File: config.mk
export PLATFORM = sky130hd
export DESIGN_NAME = pipelined_ripple_adder
export DESIGN_NICKNAME = d
export VERILOG_FILES = /design/src/rtl/adder_pkg.sv /design/src/rtl/chunk_adder.sv /design/src/rtl/pipelined_ripple_adder.sv
export SDC_FILE = /design/constraint.sdc
export NUM_CORES = 1
export LEC_CHECK = 0
export CORE_AREA = 10 10 96 98
export CTS_CLUSTER_SIZE = 12
export DETAILED_ROUTE_END_ITERATION = 8
export DIE_AREA = 0 0 106 108
export GPL_TIMING_DRIVEN = 0
export HOLD_SLACK_MARGIN = 0.15
export PLACE_DENSITY = 0.91
export RECOVER_POWER = 100
export SLEW_MARGIN = 20
export SYNTH_ARGS = -nofsm -noshare
export SYNTH_HDL_FRONTEND = slang
export SYNTH_SLANG_ARGS = --single-unit
File: constraint.sdc
create_clock -name clk -period 7.4 [get_ports clk]
set_input_delay 1.11 -clock clk [delete_from_list [all_inputs] [get_ports clk]]
set_output_delay 1.11 -clock clk [all_outputs]
set_load 0.1 [all_outputs]
File: src/rtl/adder_pkg.sv
// rtl/adder_pkg.sv - shared stage record, depth helper and parameter check for the pipelined adder
//
// Purpose: common definitions imported by pipelined_ripple_adder.
//   ADDER_STAGE_T(W) : stage record for a W-bit datapath
//                      (valid, partial sum, remaining a/b, slice carry-out, MSB carry-in)
//   calc_stages      : pipeline depth for a given WIDTH/CHUNK
//   chunk_ok         : legality of a WIDTH/CHUNK pair, checked at elaboration
// No ports.

`ifndef ADDER_PKG_SV
`define ADDER_PKG_SV

// Packages cannot take parameters, so the width-dependent record is a typedef macro.
// rem_a/rem_b are kept shifted down so the next slice to add is always bits [CHUNK-1:0].
`define ADDER_STAGE_T(W) struct packed { \
   logic           valid;   \
   logic [(W)-1:0] psum;    \
   logic [(W)-1:0] rem_a;   \
   logic [(W)-1:0] rem_b;   \
   logic           carry;   \
   logic           msb_cin; \
}

package adder_pkg;

   function automatic int calc_stages(input int width, input int chunk);
      return width / chunk;
   endfunction

   function automatic bit chunk_ok(input int width, input int chunk);
      return (chunk > 0) && (width >= chunk) && ((width % chunk) == 0);
   endfunction

endpackage

`endif

File: src/rtl/chunk_adder.sv
// rtl/chunk_adder.sv - combinational CHUNK-bit ripple of full-adder cells
//
// Ports:
//   a, b     in  CHUNK  operand slices
//   cin      in  1      carry into bit 0
//   sum      out CHUNK  slice sum
//   cout     out 1      carry out of the slice MSB
//   msb_cin  out 1      carry into the slice MSB (signed-overflow term)

module chunk_adder #(
   parameter int CHUNK = 4
) (
   input  logic [CHUNK-1:0] a,
   input  logic [CHUNK-1:0] b,
   input  logic             cin,
   output logic [CHUNK-1:0] sum,
   output logic             cout,
   output logic             msb_cin
);

   logic [CHUNK:0] c;

   always_comb begin
      c    = '0;
      sum  = '0;
      c[0] = cin;
      for (int i = 0; i < CHUNK; i++) begin
         sum[i]   = a[i] ^ b[i] ^ c[i];
         c[i + 1] = (a[i] & b[i]) | (c[i] & (a[i] ^ b[i]));
      end
   end

   assign cout    = c[CHUNK];
   assign msb_cin = c[CHUNK - 1];

endmodule

File: src/rtl/pipelined_ripple_adder.sv
// rtl/pipelined_ripple_adder.sv - elastic WIDTH-bit adder, one CHUNK-bit ripple slice per stage
//
// Ports:
//   clk        in  1      rising-edge clock
//   rst        in  1      asynchronous active-high reset
//   in_valid   in  1      operands present
//   in_ready   out 1      operands accepted this cycle
//   a, b       in  WIDTH  operands
//   cin        in  1      carry-in
//   out_valid  out 1      result present
//   out_ready  in  1      consumer takes the result
//   sum        out WIDTH  a+b+cin mod 2^WIDTH
//   cout       out 1      unsigned carry-out
//   ovf        out 1      signed overflow

module pipelined_ripple_adder
   import adder_pkg::*;
#(
   parameter int WIDTH = 16,
   parameter int CHUNK = 4
) (
   input  logic             clk,
   input  logic             rst,
   input  logic             in_valid,
   output logic             in_ready,
   input  logic [WIDTH-1:0] a,
   input  logic [WIDTH-1:0] b,
   input  logic             cin,
   output logic             out_valid,
   input  logic             out_ready,
   output logic [WIDTH-1:0] sum,
   output logic             cout,
   output logic             ovf
);

   localparam int STAGES = calc_stages(WIDTH, CHUNK);

   if (!chunk_ok(WIDTH, CHUNK)) begin : g_bad_params
      $error("pipelined_ripple_adder: WIDTH must be a positive multiple of CHUNK");
   end

   typedef `ADDER_STAGE_T(WIDTH) stage_t;

   stage_t st  [STAGES];
   stage_t nxt [STAGES];

   // adv[k]: stage k may load this cycle; adv[STAGES] stands for the consumer.
   logic [STAGES:0] adv;

   logic [STAGES*CHUNK-1:0] cs;
   logic [STAGES-1:0]       cc;
   logic [STAGES-1:0]       cm;

   for (genvar g = 0; g < STAGES; g++) begin : g_slice
      if (g == 0) begin : g_first
         chunk_adder #(.CHUNK(CHUNK)) u_chunk (
            .a       (a[CHUNK-1:0]),
            .b       (b[CHUNK-1:0]),
            .cin     (cin),
            .sum     (cs[g*CHUNK +: CHUNK]),
            .cout    (cc[g]),
            .msb_cin (cm[g])
         );
      end else begin : g_rest
         chunk_adder #(.CHUNK(CHUNK)) u_chunk (
            .a       (st[g-1].rem_a[CHUNK-1:0]),
            .b       (st[g-1].rem_b[CHUNK-1:0]),
            .cin     (st[g-1].carry),
            .sum     (cs[g*CHUNK +: CHUNK]),
            .cout    (cc[g]),
            .msb_cin (cm[g])
         );
      end
   end

   always_comb begin
      // Ready ripples back from the consumer; a full stage moves only if its successor does.
      adv         = '0;
      adv[STAGES] = out_ready;
      for (int k = STAGES - 1; k >= 0; k--) begin
         adv[k] = !st[k].valid || adv[k + 1];
      end

      for (int k = 0; k < STAGES; k++) begin
         nxt[k] = '0;
      end

      nxt[0].valid   = in_valid;
      nxt[0].psum    = WIDTH'(cs[CHUNK-1:0]);
      nxt[0].rem_a   = a >> CHUNK;
      nxt[0].rem_b   = b >> CHUNK;
      nxt[0].carry   = cc[0];
      nxt[0].msb_cin = cm[0];

      for (int k = 1; k < STAGES; k++) begin
         nxt[k].valid   = st[k-1].valid;
         nxt[k].psum    = st[k-1].psum | (WIDTH'(cs[k*CHUNK +: CHUNK]) << (k * CHUNK));
         nxt[k].rem_a   = st[k-1].rem_a >> CHUNK;
         nxt[k].rem_b   = st[k-1].rem_b >> CHUNK;
         nxt[k].carry   = cc[k];
         nxt[k].msb_cin = cm[k];
      end
   end

   // Data only loads alongside a valid entry, so the last result stays on sum/cout/ovf
   // after it drains.
   always_ff @(posedge clk or posedge rst) begin
      if (rst) begin
         for (int k = 0; k < STAGES; k++) begin
            st[k] <= '0;
         end
      end else begin
         for (int k = 0; k < STAGES; k++) begin
            if (adv[k]) begin
               if (nxt[k].valid) begin
                  st[k] <= nxt[k];
               end else begin
                  st[k].valid <= 1'b0;
               end
            end
         end
      end
   end

   assign in_ready  = adv[0];
   assign out_valid = st[STAGES-1].valid;
   assign sum       = st[STAGES-1].psum;
   assign cout      = st[STAGES-1].carry;
   assign ovf       = st[STAGES-1].carry ^ st[STAGES-1].msb_cin;

endmodule

[Word-level counts from Yosys, hierarchy flattened]
Index checks and enable logic that the tools add are counted.
Operators by class
  muxes and demuxes: 4
  multiply operators: 0
  equal/unequal tests: 0
  magnitude comparators: 0
  shifts and indexed selects: 0
  divide/modulo/power cells: 0
  bitwise operators: 84
  reductions and logical operators: 12
  $add $sub $neg: 0
Operator list (number)
  1-bit bitwise XOR: 33
  1-bit AND: 32
  1-bit OR: 16
  16-bit by 12-bit OR with 16-bit output: 1
  16-bit OR: 1
  4-bit by 8-bit OR with 8-bit output: 1
  2-bit AND reduction: 4
  1-bit zero test: 4
  1-bit logical OR: 4
  1-bit 2-to-1 mux: 4
Word-level totals
  input port bits: 37
  bits in latches: 0
  flip-flop bits (word level): 109
  RAM bits: 0
  output and inout port bits: 20
  word-level logic and storage cells: 119
  memories: 0
  ROM bits: 0

[Depth between registers and ports, before layout]
  word-level depth: 9
  gate-level depth with buffers: 8
  depth with buffers taken out: 8

[Hierarchy]
From an unflattened synthesis, not the netlist that was laid out.
Unflattened totals
  cells, all modules: 277
  area, all modules: 4184.0 um^2
By module, submodules not included
  pipelined_ripple_adder: cells an instance 229, area each 3743.6 um^2, seq. area each 2427.3 um^2, times used 1
  chunk_adder: cells an instance 12, area each 110.1 um^2, seq. area each 0.0 um^2, times used 4

[Worst setup path after synthesis]
OpenSTA, ideal clock, no wires.
  kind: reg2out
  start point: register st, in the netlist cout
  end point: output ovf
  arrival time: 2418 ps
  setup slack: 3872 ps
  stages on the path, launching flop included: 2
  buffers on the path: 0
  path through: dfrtp_1 > xor2_1
Between the ends
  cells in the longest elaborated chain, start to end: 1
RTL lines
  from (decl): line pipelined_ripple_adder.sv:44  | stage_t st [STAGES];
  from (signal, indexed assignment): line pipelined_ripple_adder.sv:116  | st[k] <= nxt[k];
  1-bit bitwise XOR: line pipelined_ripple_adder.sv:129  | assign ovf = st[STAGES-1].carry ^ st[STAGES-1].msb_cin;
  to (decl): line pipelined_ripple_adder.sv:33  | output logic ovf
Every way passes these cells.

==> results.json <==
{
  "status": "complete, but fails checks",
  "violations": "capacitance limit, slew limit",
  "async_flop_share": 1.00,
  "synth_area_leader_cell": "dfrtp_1",
  "cts-root-buf": "clkbuf_8",
  "rows": 32,
  "drc": 0,
  "required_ns": 7.41,
  "via_per_inst": 4.97,
  "grt_max_degree": 54,
  "max_freq_ghz": 0.217,
  "dp_slack_ns": 3.15,
  "antenna_found_initial": 0,
  "worst-path-buf-inv": 3,
  "pin_count": 57,
  "totalWireLength_um": 7390,
  "core_um2": 7450,
  "area_growth_pct": 19.2,
  "setup_ws_ns": 2.79,
  "firstDrtPassIters": 4,
  "synth-main-ff-cell": "dfrtp_1",
  "num_vias": 2297,
  "die_area_um2": 11400,
  "arrival_ns": 4.62,
  "die_h_um": 108,
  "finalHoldViolCount": 0,
  "drv_slew": 100,
  "ys_types": 22,
  "avgRoutedWirePerCell_um": 16.0,
  "diodes": 0,
  "cts_tree": "built",
  "grt_usage": 0.140,
  "final_core_util": 0.674,
  "total_power_mw": 2.07,
  "met1_usage": 0.146,
  "cp_top_family": "buffers and inverters",
  "numClockSinks": 97,
  "port_buffers": 56,
  "postCtsSetupBuffers": 0,
  "synth_area_per_cell_um2": 14.7,
  "grt_pass1_vias": 2598,
  "hold_buffers": 0,
  "crit_type": "input port to asynchronous set/reset pin",
  "start_kind": "input port",
  "syn_nets": 340,
  "grtUsageMet3": 0.0369,
  "leakage_nw": 2.26,
  "finalInstanceArea_um2": 5020,
  "maxSlewHeadroom": -0.500,
  "worst_slew_pin_slew_ns": 2.25,
  "synth.most_common_cell": "dfrtp_1",
  "fillerInstances": 544,
  "fin_skew_ns": 0.0127,
  "grt_pass1_wl_um": 12400,
  "htreeDepth": 3,
  "cts_buffer_depth": 2,
  "crit_fanout": 53,
  "dp_hpwl_um": 5750,
  "start_util": 0.566,
  "gr-total-overflow": 0,
  "critical_path.cell_chain": "dlygate4sd3_1, clkinvlp_2, clkbuf_1",
  "rsz0062_at_grt": "no",
  "postPlaceCellArea_um2": 4920,
  "p_per_area_nw_per_um2": 412,
  "ys_ff_latch": 97,
  "synth_warnings": 0,
  "min-delay-path-class": "register to register",
  "critPathSlowestCell": "clkbuf_1",
  "setup_viol_count_final": 0,
  "antenna_left": 0,
  "synth_edf_count": 0,
  "synth_top_cell_area_share": 0.576,
  "period_minus_slack_ns": 4.61,
  "cap_violations": 2,
  "cts.repair.resized": 0,
  "busiest_layer": "met2",
  "yosysSeqAreaShare": 0.576,
  "grtUsageMet2": 0.254,
  "peakVddDrop_uv": 229,
  "fin_setup_tns_ns": 0,
  "drtIter0Drc": 66,
  "synth_common_cells": "dfrtp_1 (97), mux2_2 (72), inv_1 (38)",
  "clkLatencyLatePin_ns": 0.36,
  "nets": 408,
  "synth_area_um2": 4210,
  "synth.area.top_cells": "dfrtp_1 (58%), mux2_2 (19%), fa_1 (7.6%)",
  "critPathMaxStageDelay_ns": 1.69,
  "drive_above_1_share": 0.286,
  "post-route-period-util": 0.623,
  "synthCells": 287,
  "die_w_um": 106,
  "numCtsBuffers": 9,
  "path_clk_slew_ns": 0.09,
  "cp-end-kind": "asynchronous set/reset pin",
  "place.gp.congestion": 0.747
}
==> path summary, 6_finish.rpt <==
path,start,to,slack (ns),depth (start not counted)
worst min register to register,st[189]$_DFFE_PP0P_,st[189]$_DFFE_PP0P_,0.50,1
min in group asynchronous,rst,st[158]$_DFFE_PP0P_,1.77,2
worst max-delay path,rst,st[53]$_DFFE_PP0P_,2.79,3
worst max register to register,nxt[50]$_DFFE_PP0P_,st[171]$_DFFE_PP0P_,4.83,5
max in group clk,out_ready,in_ready,2.92,4
worst min-delay path,st[189]$_DFFE_PP0P_,st[189]$_DFFE_PP0P_,0.50,1
==> sequential cells by signal (all words and copies together), names as in the netlist <==
register	flops
sum	16
nxt	27
cout	1
out_valid	1
st	52
==> cells by family after synthesis <==
family                   after synthesis  share of synthesized area
AND/OR/NAND/NOR                        9                     0.0163
multiplexers                          87                      0.230
XOR/XNOR                               1                    0.00208
adder cells (fa/ha/maj)               16                     0.0760
buffers and inverters                 62                     0.0787
AO/OA/AOI/OAI                         15                     0.0205
flip-flops                            97                      0.576
==> layer usage <==
metal,share of wire,up-vias
met1,0.39,1166
li1,-,1060
met5,0,-
met3,0.044,18
met4,0.033,0
met2,0.53,53
==> report_power, final <==
part / internal [mW] / switching [mW]
Sequential: 0.715 / 0.105
Combinational: 0.338 / 0.601
Clock: 0.133 / 0.179
Total: 1.19 / 0.884
==> cell type report <==
type	count	area, um^2	share of cell area
plain buffers	24	150	0.0299
clock buffers	11	141	0.0282
clock inverters	5	38.8	0.00773
inverters	38	144	0.0287
multi-input cells	128	1430	0.284
flip-flops and latches	97	2430	0.484
well taps	102	128	0.0254
repair buffers	57	564	0.112
==> metrics by stage <==
| step | hold WS [ns] | std cells |
|---|---|---|
| after global placement | 0.471 | 445 |
| final | 0.495 | 462 |
| after floorplan | 0.460 | 287 |
| after CTS | 0.502 | 462 |
| after detailed placement | 0.482 | 446 |
| after global routing | 0.515 | 462 |
==> worst register-to-register path, delay by kind of cell (launching register included) <==
kind | cells | cell delay [ns]
simple gates | 1 | 0.27
buf+inv | 2 | 1.11
mux | 1 | 0.38
flops | 1 | 0.40
compound gates | 1 | 0.30
==> cells in the final DEF (no fill, tap or decap), drive strengths merged, types with 2 or more instances in the layout <==
cell type	synthesis	layout
buf	24	16
clkbuf	0	20
clkdlybuf4s50	0	34
clkinv	0	3
clkinvlp	0	2
dfrtp	97	97
dlygate4sd3	0	22
fa	16	16
inv	38	38
mux2	79	79
mux2i	8	8
nand2	4	4
nand2b	2	2
o21ai	12	12
No activity file was read; power rests on OpenSTA's default activity.
